File: src/rtl/regfile_access_ctrl.sv
// regfile_access_ctrl: initiator-side sequencer for a 64 x 16-bit register file.
// It accepts READ1/READ2/WRITE requests, drives reg_sel/mode/data_in, accounts for
// the file's one-cycle registered read latency, and returns operands on a
// valid/ready response channel.

`ifndef regModeIn
`define regModeIn 2'b01
`endif
`ifndef regModeOut
`define regModeOut 2'b10
`endif

module regfile_access_ctrl #(
  parameter int         WIDTH     = 16,
  parameter int         SEL_W     = 6,
  parameter logic [1:0] MODE_IN   = `regModeIn,
  parameter logic [1:0] MODE_OUT  = `regModeOut,
  parameter logic [1:0] MODE_IDLE = 2'b00
) (
  input  logic             clk,
  input  logic             clear,
  input  logic             req_valid,
  output logic             req_ready,
  input  logic [1:0]       req_op,
  input  logic [SEL_W-1:0] req_sel_a,
  input  logic [SEL_W-1:0] req_sel_b,
  input  logic [WIDTH-1:0] req_wdata,
  output logic             rsp_valid,
  input  logic             rsp_ready,
  output logic [WIDTH-1:0] op_a,
  output logic [WIDTH-1:0] op_b,
  output logic [SEL_W-1:0] rf_sel,
  output logic [1:0]       rf_mode,
  output logic [WIDTH-1:0] rf_data_in,
  input  logic [WIDTH-1:0] rf_data_out
);

  typedef enum logic [2:0] {
    IDLE  = 3'd0,
    RD_A  = 3'd1,
    RD_B  = 3'd2,
    CAP_A = 3'd3,
    CAP_B = 3'd4,
    WR    = 3'd5,
    RESP  = 3'd6
  } state_t;

  localparam logic [1:0] OP_READ2 = 2'b01;
  localparam logic [1:0] OP_WRITE = 2'b10;

  state_t             state_q, state_d;
  logic               read2_q, read2_d;      // latched: request needs a second operand
  logic [SEL_W-1:0]   sel_b_q, sel_b_d;      // latched second source select
  logic [SEL_W-1:0]   rf_sel_q, rf_sel_d;
  logic [1:0]         rf_mode_q, rf_mode_d;
  logic [WIDTH-1:0]   rf_data_in_q, rf_data_in_d;
  logic [WIDTH-1:0]   op_a_q, op_a_d;
  logic [WIDTH-1:0]   op_b_q, op_b_d;
  logic               rsp_valid_q, rsp_valid_d;

  // Ready only while idle; RESP deliberately blocks a same-edge new accept.
  assign req_ready  = (state_q == IDLE);
  assign rsp_valid  = rsp_valid_q;
  assign op_a       = op_a_q;
  assign op_b       = op_b_q;
  assign rf_sel     = rf_sel_q;
  assign rf_mode    = rf_mode_q;
  assign rf_data_in = rf_data_in_q;

  // Next-state and registered-output computation; rf_mode defaults to idle every cycle.
  always_comb begin
    state_d      = state_q;
    read2_d      = read2_q;
    sel_b_d      = sel_b_q;
    rf_sel_d     = rf_sel_q;
    rf_mode_d    = MODE_IDLE;
    rf_data_in_d = rf_data_in_q;
    op_a_d       = op_a_q;
    op_b_d       = op_b_q;
    rsp_valid_d  = rsp_valid_q;

    case (state_q)
      IDLE: begin
        if (req_valid) begin
          rf_sel_d = req_sel_a;
          sel_b_d  = req_sel_b;
          if (req_op == OP_WRITE) begin
            state_d      = WR;
            rf_mode_d    = MODE_IN;
            rf_data_in_d = req_wdata;
            read2_d      = 1'b0;
          end else begin
            // Reserved op code falls through as a single-operand read.
            state_d   = RD_A;
            rf_mode_d = MODE_OUT;
            read2_d   = (req_op == OP_READ2);
          end
        end else begin
          state_d = IDLE;
        end
      end
      RD_A: begin
        if (read2_q) begin
          state_d   = RD_B;
          rf_sel_d  = sel_b_q;
          rf_mode_d = MODE_OUT;
        end else begin
          state_d = CAP_A;
        end
      end
      RD_B: begin
        // File output now holds R[sel_a]; R[sel_b] arrives on the next edge.
        op_a_d  = rf_data_out;
        state_d = CAP_B;
      end
      CAP_A: begin
        op_a_d      = rf_data_out;
        rsp_valid_d = 1'b1;
        state_d     = RESP;
      end
      CAP_B: begin
        op_b_d      = rf_data_out;
        rsp_valid_d = 1'b1;
        state_d     = RESP;
      end
      WR: begin
        // The file commits the write on this edge; nothing to return.
        state_d = IDLE;
      end
      RESP: begin
        if (rsp_ready) begin
          rsp_valid_d = 1'b0;
          state_d     = IDLE;
        end else begin
          state_d = RESP;
        end
      end
      default: begin
        state_d     = IDLE;
        rsp_valid_d = 1'b0;
      end
    endcase
  end

  // State and output registers with asynchronous active-low clear.
  always_ff @(posedge clk or negedge clear) begin
    if (!clear) begin
      state_q      <= IDLE;
      read2_q      <= 1'b0;
      sel_b_q      <= {SEL_W{1'b0}};
      rf_sel_q     <= {SEL_W{1'b0}};
      rf_mode_q    <= MODE_IDLE;
      rf_data_in_q <= {WIDTH{1'b0}};
      op_a_q       <= {WIDTH{1'b0}};
      op_b_q       <= {WIDTH{1'b0}};
      rsp_valid_q  <= 1'b0;
    end else begin
      state_q      <= state_d;
      read2_q      <= read2_d;
      sel_b_q      <= sel_b_d;
      rf_sel_q     <= rf_sel_d;
      rf_mode_q    <= rf_mode_d;
      rf_data_in_q <= rf_data_in_d;
      op_a_q       <= op_a_d;
      op_b_q       <= op_b_d;
      rsp_valid_q  <= rsp_valid_d;
    end
  end

endmodule

File: config.mk
export PLATFORM = sky130hd
export DESIGN_NAME = regfile_access_ctrl
export DESIGN_NICKNAME = d
export VERILOG_FILES = /design/src/rtl/regfile_access_ctrl.sv
export SDC_FILE = /design/constraint.sdc
export NUM_CORES = 1
export LEC_CHECK = 0
export BUFFER_PORTS_ARGS = -buffer_cell sky130_fd_sc_hd__buf_2
export CAP_MARGIN = 15
export CORE_MARGIN = 1
export CORE_UTILIZATION = 40
export DETAILED_ROUTE_END_ITERATION = 10
export PLACE_DENSITY = 0.68
export SYNTH_ARGS = -nofsm -noshare
export SYNTH_HDL_FRONTEND = slang
export SYNTH_SLANG_ARGS = --single-unit
File: constraint.sdc
create_clock -name clk -period 3.2 [get_ports clk]
set_clock_uncertainty 0.05 [all_clocks]
set_input_delay 0 -clock clk [delete_from_list [all_inputs] [get_ports clk]]
set_output_delay 0 -clock clk [all_outputs]
set_load 0.005 [all_outputs]
==> flow_summary.yaml, run 1 <==
global_route:
  met1_usage_pct: 21.9
  grt_pass1_vias: 2032
  grt_util_met2_pct: 29.5
  overflow: 0
  grt_usage_pct: 17.7
  grt_max_degree: 36
  grt_first_pass_wirelength_mm: 9.67
  grt.busiest_layer: "met2"
  grt_use_met3_pct: 4.35
  antenna_found_initial: 0
die:
  dieArea_um2: 7050
  placementRows: 29
  die_w_um: 84.0
  boundaryPins: 108
  core_um2: 6420
  dieHeight_um: 84.0
  start_util_pct: 41.9
cts:
  cts_setup_buffers: 0
  cts_root_buffer: "clkbuf_8"
  cts_buffer_depth: 2
  clk_pin_slew_worst_paths_ns: 0.07
  cts_hold_buffers: 49
  cts_sinks: 67
  cts_tree: "yes"
  clk_latency_ns: 0.32
  cts_resized: 0
  htree_levels: 3
  numCtsBuffers: 9
worst_setup_path:
  startpoint_type: "flip-flop"
  path_buf_inv: 0
  critPathKind: "reg2reg"
  cp_cell_sequence: "or4b_1 -> mux2_4"
  cp-end-kind: "flip-flop"
  cp.required_ns: 3.35
  critical_path_peak_fanout: 16
  max_stage_delay_ns: 0.85
  slowest_stage: "or4b_1"
  arrival_ns: 2.16
  cp_top_family: "simple AND/OR/NAND/NOR gates"
synthesis:
  yosys.area.top_type_share_pct: 62.4
  syn_area_um2: 2690
  ys.flop_type: "dfrtp_1"
  ys_seq_area_share_pct: 62.4
  avgSynthCellArea_um2: 15.9
  ys_warn_count: 0
  synth_area_leaders: "dfrtp_1 (62%), mux2_2 (25%), mux2_4 (3.4%)"
  ys_types: 25
  synthArstFlopShare_pct: 100
  synth-seq-cells: 67
  syn_nets: 219
  synth.largest_area_cell: "dfrtp_1"
  syn_inst: 169
  synth_edf_count: 0
final_layout:
  synthToLayoutAreaGrowth_pct: 49.2
  diodes: 0
  final_cell_mix: "buf_2 (107), dfrtp_1 (67), mux2_2 (59), dlygate4sd3_1 (49), clkbuf_8 (9)"
  fin_util_pct: 62.5
  finalInstanceArea_um2: 4010
  final_common_cell: "buf_2"
  instances_no_fill: 413
  nets: 381
  drive_above_1_share_pct: 58.3
power_and_ir_drop:
  power_leakage_nw: 1.95
  max-vdd-ir-drop_mv: 0.407
  p_per_area_nw_per_um2: 891
timing:
  min_period_ns: 2.01
  rsz0062_at_grt: "false"
  maxSlewViolCount: 0
  finalSetupTns_ns: 0
  setup_violations: 0
  min_period_over_period_pct: 62.8
  max_slew.worst_pin.slew_ns: 0.840
  max_freq_mhz: 498
  slew_headroom_pct: 43.9
  finalHoldViolCount: 0
drt:
  detailedRoute.firstIterationViolations: 66
  vias: 1915
  wirelength_mm: 5.87
  via_per_inst: 4.64
  first_pass_iters: 7
  wl_per_cell_um: 14.2
  drc: 10
  antenna_left: 0
run_status:
  status: "complete, but fails checks"
  violations: "design-rule violations"
place:
  dp_hpwl_mm: 3.81
  place_area_um2: 3280
  portBuffers: 107
  dp.cells: 348
  routabilityCongestion: 0.748
run:
  max_cap_violations: 0
worst_hold_path:
  hp-class: "in2reg"
tightest hold or removal path, cell delays in order:
cell	delay (ns)
buf_2	0.10
nor2b_1	0.16
o22ai_1	0.17
per-stage QoR:
stage / power, mW / worst slack (ns) / hold slack (ns)
after CTS: 3.60 / 1.20 / 0.110
after floorplan: 2.21 / 1.58 / -0.346
after global routing: 3.80 / 1.11 / 0.111
final: 3.57 / 1.19 / 0.125
after detailed placement: 2.71 / 1.21 / 0.0491
after global placement: 2.67 / 1.25 / 0.0418
kinds of logic after synthesis:
| logic type | Yosys count | share of synthesized area (%) |
|---|---|---|
| buffers and inverters | 11 | 2.56 |
| AOI/OAI and AO/OA | 11 | 2.42 |
| muxes | 67 | 28.9 |
| and+or+nand+nor | 13 | 3.82 |
| DFF | 67 | 62.4 |
synth_stat cells, drive strengths merged, types with 2 or more instances:
cell type	count
mux2	66
a21oi	3
inv	4
buf	6
nand2b	3
o21ai	5
dfrtp	67
nor3	2
nand2	3
layout make-up:
type                            count  area [um^2]
Clock buffer                        9          124
Multi-Input combinational cell     91          943
Clock inverter                      7          116
Inverter                            4         15.0
Timing Repair Buffer              158         1040
Fill cell                         495         2410
Tap cell                           77         96.3
Sequential cell                    67         1680
path summary, 6_finish.rpt:
path | from | cells after the start | slack (ns) | endpoint
worst min-delay path | req_op[1] | 3 | 0.13 | rf_mode[1]$_DFF_PN0_
worst max register to register | state_q[0]$_DFF_PN0_ | 2 | 1.19 | sel_b_q[4]$_DFFE_PN0P_
min in group asynchronous | clear | 2 | 0.23 | op_a[7]$_DFFE_PN0P_
worst min register to register | read2_q$_DFFE_PN0P_ | 2 | 0.45 | read2_q$_DFFE_PN0P_
max in group asynchronous | clear | 3 | 1.94 | sel_b_q[4]$_DFFE_PN0P_
worst max-delay path | state_q[0]$_DFF_PN0_ | 2 | 1.19 | sel_b_q[4]$_DFFE_PN0P_
sequential cells by signal, summed over array words and instances, names as in the netlist:
name	flops
read2_q	1
rf_mode	2
state_q	3
op_a	16
sel_b_q	6
rf_sel	6
op_b	16
rf_data_in	16
rsp_valid	1
routing by layer:
| metal | wire length (um) | share of wire, % |
|---|---|---|
| met1 | 2490 | 42 |
| met4 | 55 | 0.94 |
| met5 | 0 | 0 |
| met2 | 3000 | 51 |
| met3 | 331 | 5.6 |
report_power, final:
part / internal (mW) / total, mW / leakage (nW) / switching [mW]
logic: 0.772 / 1.25 / 1.03 / 0.478
registers: 1.26 / 1.49 / 0.805 / 0.236
clock network: 0.516 / 0.833 / 0.119 / 0.317
total: 2.54 / 3.57 / 1.95 / 1.03
(Power assumes the default switching activity.)
==> run 2, diff against run 1 <==
--- a/config.mk
+++ b/config.mk
@@ -5,6 +5,7 @@
 export SDC_FILE = /design/constraint.sdc
 export NUM_CORES = 1
 export LEC_CHECK = 0
+export ABC_AREA = 1
 export BUFFER_PORTS_ARGS = -buffer_cell sky130_fd_sc_hd__buf_2
 export CAP_MARGIN = 15
 export CORE_MARGIN = 1
==> constraint.sdc (replaced) <==
create_clock -name clk -period 2 [get_ports clk]
set_clock_uncertainty 0.05 [all_clocks]
set_input_delay 0 -clock clk [delete_from_list [all_inputs] [get_ports clk]]
set_output_delay 0 -clock clk [all_outputs]
set_load 0.005 [all_outputs]
==> run 2 against run 1 <==
Effect of this change:
- the flow now finishes without violations
- worst setup slack lost 0.63 ns
- sequential share of layout area grew 0.57 points
- global-route usage grew 2.3 points
- register-to-register slack lost 0.63 ns
- worst hold slack lost 0.022 ns
- core utilization shrank 0.49 points
- non-clock buffer count grew 2
- fmax grew 39%
==> flow_summary.yaml, run 2 <==
power_and_ir_drop:
  max-vdd-ir-drop_mv: 0.660
  p_per_area_nw_per_um2: 1360
  power_leakage_nw: 2.22
global_route:
  grt_max_degree: 68
  grt_usage_pct: 20.0
  grt_pass1_vias: 2422
  overflow: 0
  grt_first_pass_wirelength_mm: 11.2
  antenna_found_initial: 0
drt:
  drc: 0
  antenna_left: 0
  via_per_inst: 4.62
  wirelength_mm: 6.61
  vias: 2488
  first_pass_iters: 4
  detailedRoute.firstIterationViolations: 116
  wl_per_cell_um: 12.3
timing:
  max_slew.worst_pin.slew_ns: 0.346
  maxSlewViolCount: 0
  min_period_ns: 1.44
  finalHoldViolCount: 0
  setup_violations: 0
  rsz0062_at_grt: "false"
  min_period_over_period_pct: 72.2
  max_freq_mhz: 693
  slew_headroom_pct: 76.9
  finalSetupTns_ns: 0
place:
  dp_hpwl_mm: 4.09
  routabilityCongestion: 0.809
  portBuffers: 107
  place_area_um2: 3280
final_layout:
  finalInstanceArea_um2: 3960
  nets: 506
  final_cell_mix: "nand2_1 (134), buf_2 (107), dfrtp_1 (67), dlygate4sd3_1 (49), o21ai_0 (37)"
  diodes: 0
  synthToLayoutAreaGrowth_pct: 48.3
  multiInputGateArea_um2: 840
  final_common_cell: "nand2_1"
  seqCellArea_um2: 1680
  drive_above_1_share_pct: 28.6
  nFillCells: 561
die:
  die_w_um: 83.7
  start_util_pct: 41.8
  core_um2: 6390
  placementRows: 29
  dieHeight_um: 83.7
  boundaryPins: 108
  dieArea_um2: 7010
run_status:
  status: "finished clean"
cts:
  cts_sinks: 67
  clk_latency_ns: 0.33
  cts_hold_buffers: 49
  numCtsBuffers: 9
  cts_root_buffer: "clkbuf_8"
  cts_resized: 0
  htree_levels: 3
  cts_setup_buffers: 0
  clk_pin_slew_worst_paths_ns: 0.07
  cts_tree: "yes"
  cts_buffer_depth: 2
synthesis:
  avgSynthCellArea_um2: 9.05
  syn_nets: 345
  synthArstFlopShare_pct: 100
  synth_area_leaders: "dfrtp_1 (63%), nand2_1 (19%), o21ai_0 (6.9%)"
  ys_types: 15
  synth_edf_count: 0
  ys_warn_count: 0
  yosys.area.top_type_share_pct: 62.8
  ys.flop_type: "dfrtp_1"
  synth_common_cells: "nand2_1 (134), dfrtp_1 (67), o21ai_0 (37)"
  ys_seq_area_share_pct: 62.8
  syn_area_um2: 2670
  synth_most_common_cell: "nand2_1"
  synth.largest_area_cell: "dfrtp_1"
  syn_inst: 295
  synth-seq-cells: 67
worst_setup_path:
  critPathKind: "reg2reg"
  cp-end-kind: "flip-flop"
  arrival_ns: 1.65
  cp.required_ns: 2.21
  critical_path_peak_fanout: 18
  startpoint_type: "flip-flop"
worst_hold_path:
  hp-class: "in2reg"
run:
  max_cap_violations: 0
[run 2: cell types whose count changed after synthesis, moves of 2 or more]
cell	delta
nand2_1	+131
mux2_2	-59
o21ai_0	+32
inv_1	+19
nand3_1	+15
mux2_4	-6
buf_2	+5
buf_4	-3
nand2b_1	-3
a21oi_1	-2
nand3_2	+2
nor2_1	+2
nor2_4	+2
[run 2: final cells by class]
type                    instances  share of cell area, %
clock buffers                  11                   3.32
well taps                      77                   2.43
flip-flops and latches         67                   42.4
repair buffers                160                   27.0
clock inverters                 5                   1.36
inverters                      24                   2.34
multi-input cells             194                   21.2
[run 2: metal layers]
metal / GRT usage (%) / vias to the layer above / wire, um
li1: - / 1241 / -
met1: 26.2 / 1158 / 2980
met2: 33.2 / 74 / 3230
met3: 2.97 / 15 / 252
met4: 8.63 / 0 / 136
met5: 0 / - / 0
[run 2: metrics by stage]
| step | power, mW | worst slack, ns | utilization, % | hold slack, ns | cells |
|---|---|---|---|---|---|
| 6_report | 5.38 | 0.556 | 62.0 | 0.103 | 538 |
| 5_1_grt | 5.81 | 0.423 | 62.0 | 0.0991 | 538 |
| 4_1_cts | 5.42 | 0.561 | 62.0 | 0.0937 | 538 |
| 3_5_place_dp | 4.26 | 0.566 | 51.4 | -0.00413 | 473 |
| 3_3_place_gp | 4.20 | 0.602 | 51.4 | -0.00706 | 473 |
| 2_1_floorplan | 3.38 | 0.727 | - | -0.346 | 295 |
[run 2: critical path, cell delays in order, from the launching register on]
cell and delay, ns:
dfrtp_1 0.47, nor2_4 0.15, nand3_2 0.27, nand2_1 0.28, nand2_1 0.09, nand2_1 0.06
[run 2: logic make-up (layout without fill, tap and decap cells)]
| kind of cell | after synthesis | in the layout | share of synthesized area, % |
|---|---|---|---|
| flops | 67 | 67 | 62.8 |
| buf+inv | 34 | 200 | 5.76 |
| simple gates | 157 | 157 | 24.5 |
| compound gates | 37 | 37 | 6.94 |
[run 2: where the power goes]
group | internal, mW | leakage, nW | switching [mW]
sequential | 2.01 | 0.834 | 0.368
combinational | 0.865 | 1.29 | 1.08
clock | 0.573 | 0.0971 | 0.494
total | 3.45 | 2.22 | 1.94
[run 2: path summary, 6_finish.rpt]
check,startpoint,end,slack [ns],depth (start not counted)
setup reg to reg,state_q[1]$_DFF_PN0_,rf_sel[4]$_DFFE_PN0P_,0.56,5
max in group asynchronous,clear,rf_data_in[14]$_DFFE_PN0P_,1.46,3
hold reg to reg,rf_data_in[15]$_DFFE_PN0P_,rf_data_in[15]$_DFFE_PN0P_,0.42,2
setup / recovery,state_q[1]$_DFF_PN0_,rf_sel[4]$_DFFE_PN0P_,0.56,5
hold / removal,req_valid,rf_mode[0]$_DFF_PN0_,0.10,3
min in group asynchronous,clear,rf_sel[3]$_DFFE_PN0P_,0.17,3
==> run 3, diff against run 2 <==
==> constraint.sdc (replaced) <==
create_clock -name clk -period 1.38 [get_ports clk]
set_clock_uncertainty 0.05 [all_clocks]
set_input_delay 0 -clock clk [delete_from_list [all_inputs] [get_ports clk]]
set_output_delay 0 -clock clk [all_outputs]
set_load 0.005 [all_outputs]
==> run 3 against run 2 <==
Effect of this change:
- die area unchanged
- non-clock buffer count increased by 8
- core utilization up 1.7 points
- critical path depth grew 1
- sequential power up 44%
- clock power up 49%
==> flow_summary.yaml, run 3 (synthesis results as in run 2) <==
run_status:
  status: "finished clean"
power_and_ir_drop:
  p_total_mw: 8.11
  power_leakage_nw: 2.28
  max-vdd-ir-drop_mv: 1.23
  p_per_area_nw_per_um2: 1990
timing:
  maxSlewViolCount: 0
  finalSetupTns_ns: 0
  rsz0062_at_grt: "false"
  min_period_ns: 1.27
  setup_violations: 0
  max_slew.worst_pin.slew_ns: 0.347
  min_period_over_period_pct: 92.2
  finalHoldViolCount: 0
  max_freq_mhz: 786
  slew_headroom_pct: 76.9
global_route:
  grt_util_met2_pct: 34.1
  grt_pass1_vias: 2538
  met1_usage_pct: 27.1
  grt_usage_pct: 20.8
  grt_max_degree: 68
  antenna_found_initial: 0
  overflow: 0
  grt_first_pass_wirelength_mm: 11.6
  grt.busiest_layer: "met2"
  grt_use_met3_pct: 3.46
place:
  dp_hpwl_mm: 4.27
  routabilityCongestion: 0.803
  place_area_um2: 3390
  portBuffers: 107
final_layout:
  drive_above_1_share_pct: 30.3
  nets: 514
  final_cell_mix: "nand2_1 (132), buf_2 (107), dfrtp_1 (67), dlygate4sd3_1 (48), o21ai_0 (37)"
  synthToLayoutAreaGrowth_pct: 52.3
  finalInstanceArea_um2: 4070
  diodes: 0
  final_common_cell: "nand2_1"
die:
  dieArea_um2: 7010
  dieHeight_um: 83.7
  start_util_pct: 41.8
  boundaryPins: 108
  core_um2: 6390
  die_w_um: 83.7
  placementRows: 29
run:
  max_cap_violations: 0
worst_setup_path:
  critPathKind: "reg2reg"
  reg2reg_slack_ns: 0.11
  arrival_ns: 1.48
  reg2reg_from: "state_q[1]$_DFF_PN0_"
  cp-end-kind: "flip-flop"
  startpoint_type: "flip-flop"
  critical_path_peak_fanout: 8
  reg2regPathDepth: 6
  worst_r2r_endpoint: "rf_sel[0]$_DFFE_PN0P_"
  cp.required_ns: 1.59
drt:
  wirelength_mm: 6.64
  vias: 2498
  antenna_left: 0
  via_per_inst: 4.58
  detailedRoute.firstIterationViolations: 126
  wl_per_cell_um: 12.2
  first_pass_iters: 5
  drc: 0
cts:
  clk_pin_slew_worst_paths_ns: 0.07
  cts_buffer_depth: 2
  cts_root_buffer: "clkbuf_8"
  cts_sinks: 67
  htree_levels: 3
  clk_latency_ns: 0.32
  cts_tree: "yes"
  numCtsBuffers: 9
worst_hold_path:
  hp-class: "in2reg"
  hold_start: "req_op[1]"
  min_path_cells: 4
  worstHoldEndpoint: "rf_mode[1]$_DFF_PN0_"
run 3: critical path, cell delays in order, from the launching register on:
cell and delay [ns]:
dfrtp_1 0.41, buf_4 0.17, nor2_4 0.13, nand3_2 0.16
nand2_2 0.15, nand2_1 0.08, nand2_1 0.06
run 3: metrics by stage:
step | setup slack (ns) | utilization, % | std cells | hold WS (ns)
final | 0.108 | 63.7 | 545 | 0.0371
after global routing | 0.0183 | 63.7 | 545 | 0.0879
after CTS | 0.0565 | 63.6 | 545 | 0.0123
after detailed placement | 0.0720 | 53.1 | 482 | -0.00751
after global placement | 0.140 | 53.1 | 482 | -0.00448
after floorplan | 0.107 | - | 295 | -0.346
run 3: timing repair:
item | in CTS | in global routing
gates resized for setup | 0 | 2
hold endpoints to repair | 132 | 0
hold buffers | 48 | 0
setup buffers | 0 | 0
setup endpoints to repair | 0 | 6
run 3: cell type report:
cell class                 count  area [um^2]
clock buffer                  13          159
clock inverter                 2         35.0
fill                         549         2320
inverter                      24         92.6
multi-input combinational    194          845
sequential                    67         1680
tap                           77         96.3
timing repair buffer         168         1160
run 3: power by group:
part	internal, mW	switching [mW]
clock	0.923	0.664
sequential	2.91	0.498
combinational	1.47	1.65
run 3: metal layers:
metal	vias up	wire length (um)
met1	1136	2970
met3	16	278
met5	-	0
met4	0	160
met2	91	3230
li1	1255	-
run 3: how the worst max path moves through the flow:
stage / from / to / cells after the start
after floorplan: state_q[1]$_DFF_PN0_ / rf_data_in[10]$_DFFE_PN0P_ / 7
after global placement: state_q[1]$_DFF_PN0_ / rf_sel[4]$_DFFE_PN0P_ / 7
after detailed placement: state_q[1]$_DFF_PN0_ / rf_sel[0]$_DFFE_PN0P_ / 6
after CTS: state_q[1]$_DFF_PN0_ / rf_sel[0]$_DFFE_PN0P_ / 6
after global routing: state_q[1]$_DFF_PN0_ / rf_sel[4]$_DFFE_PN0P_ / 6
final: state_q[1]$_DFF_PN0_ / rf_sel[0]$_DFFE_PN0P_ / 6
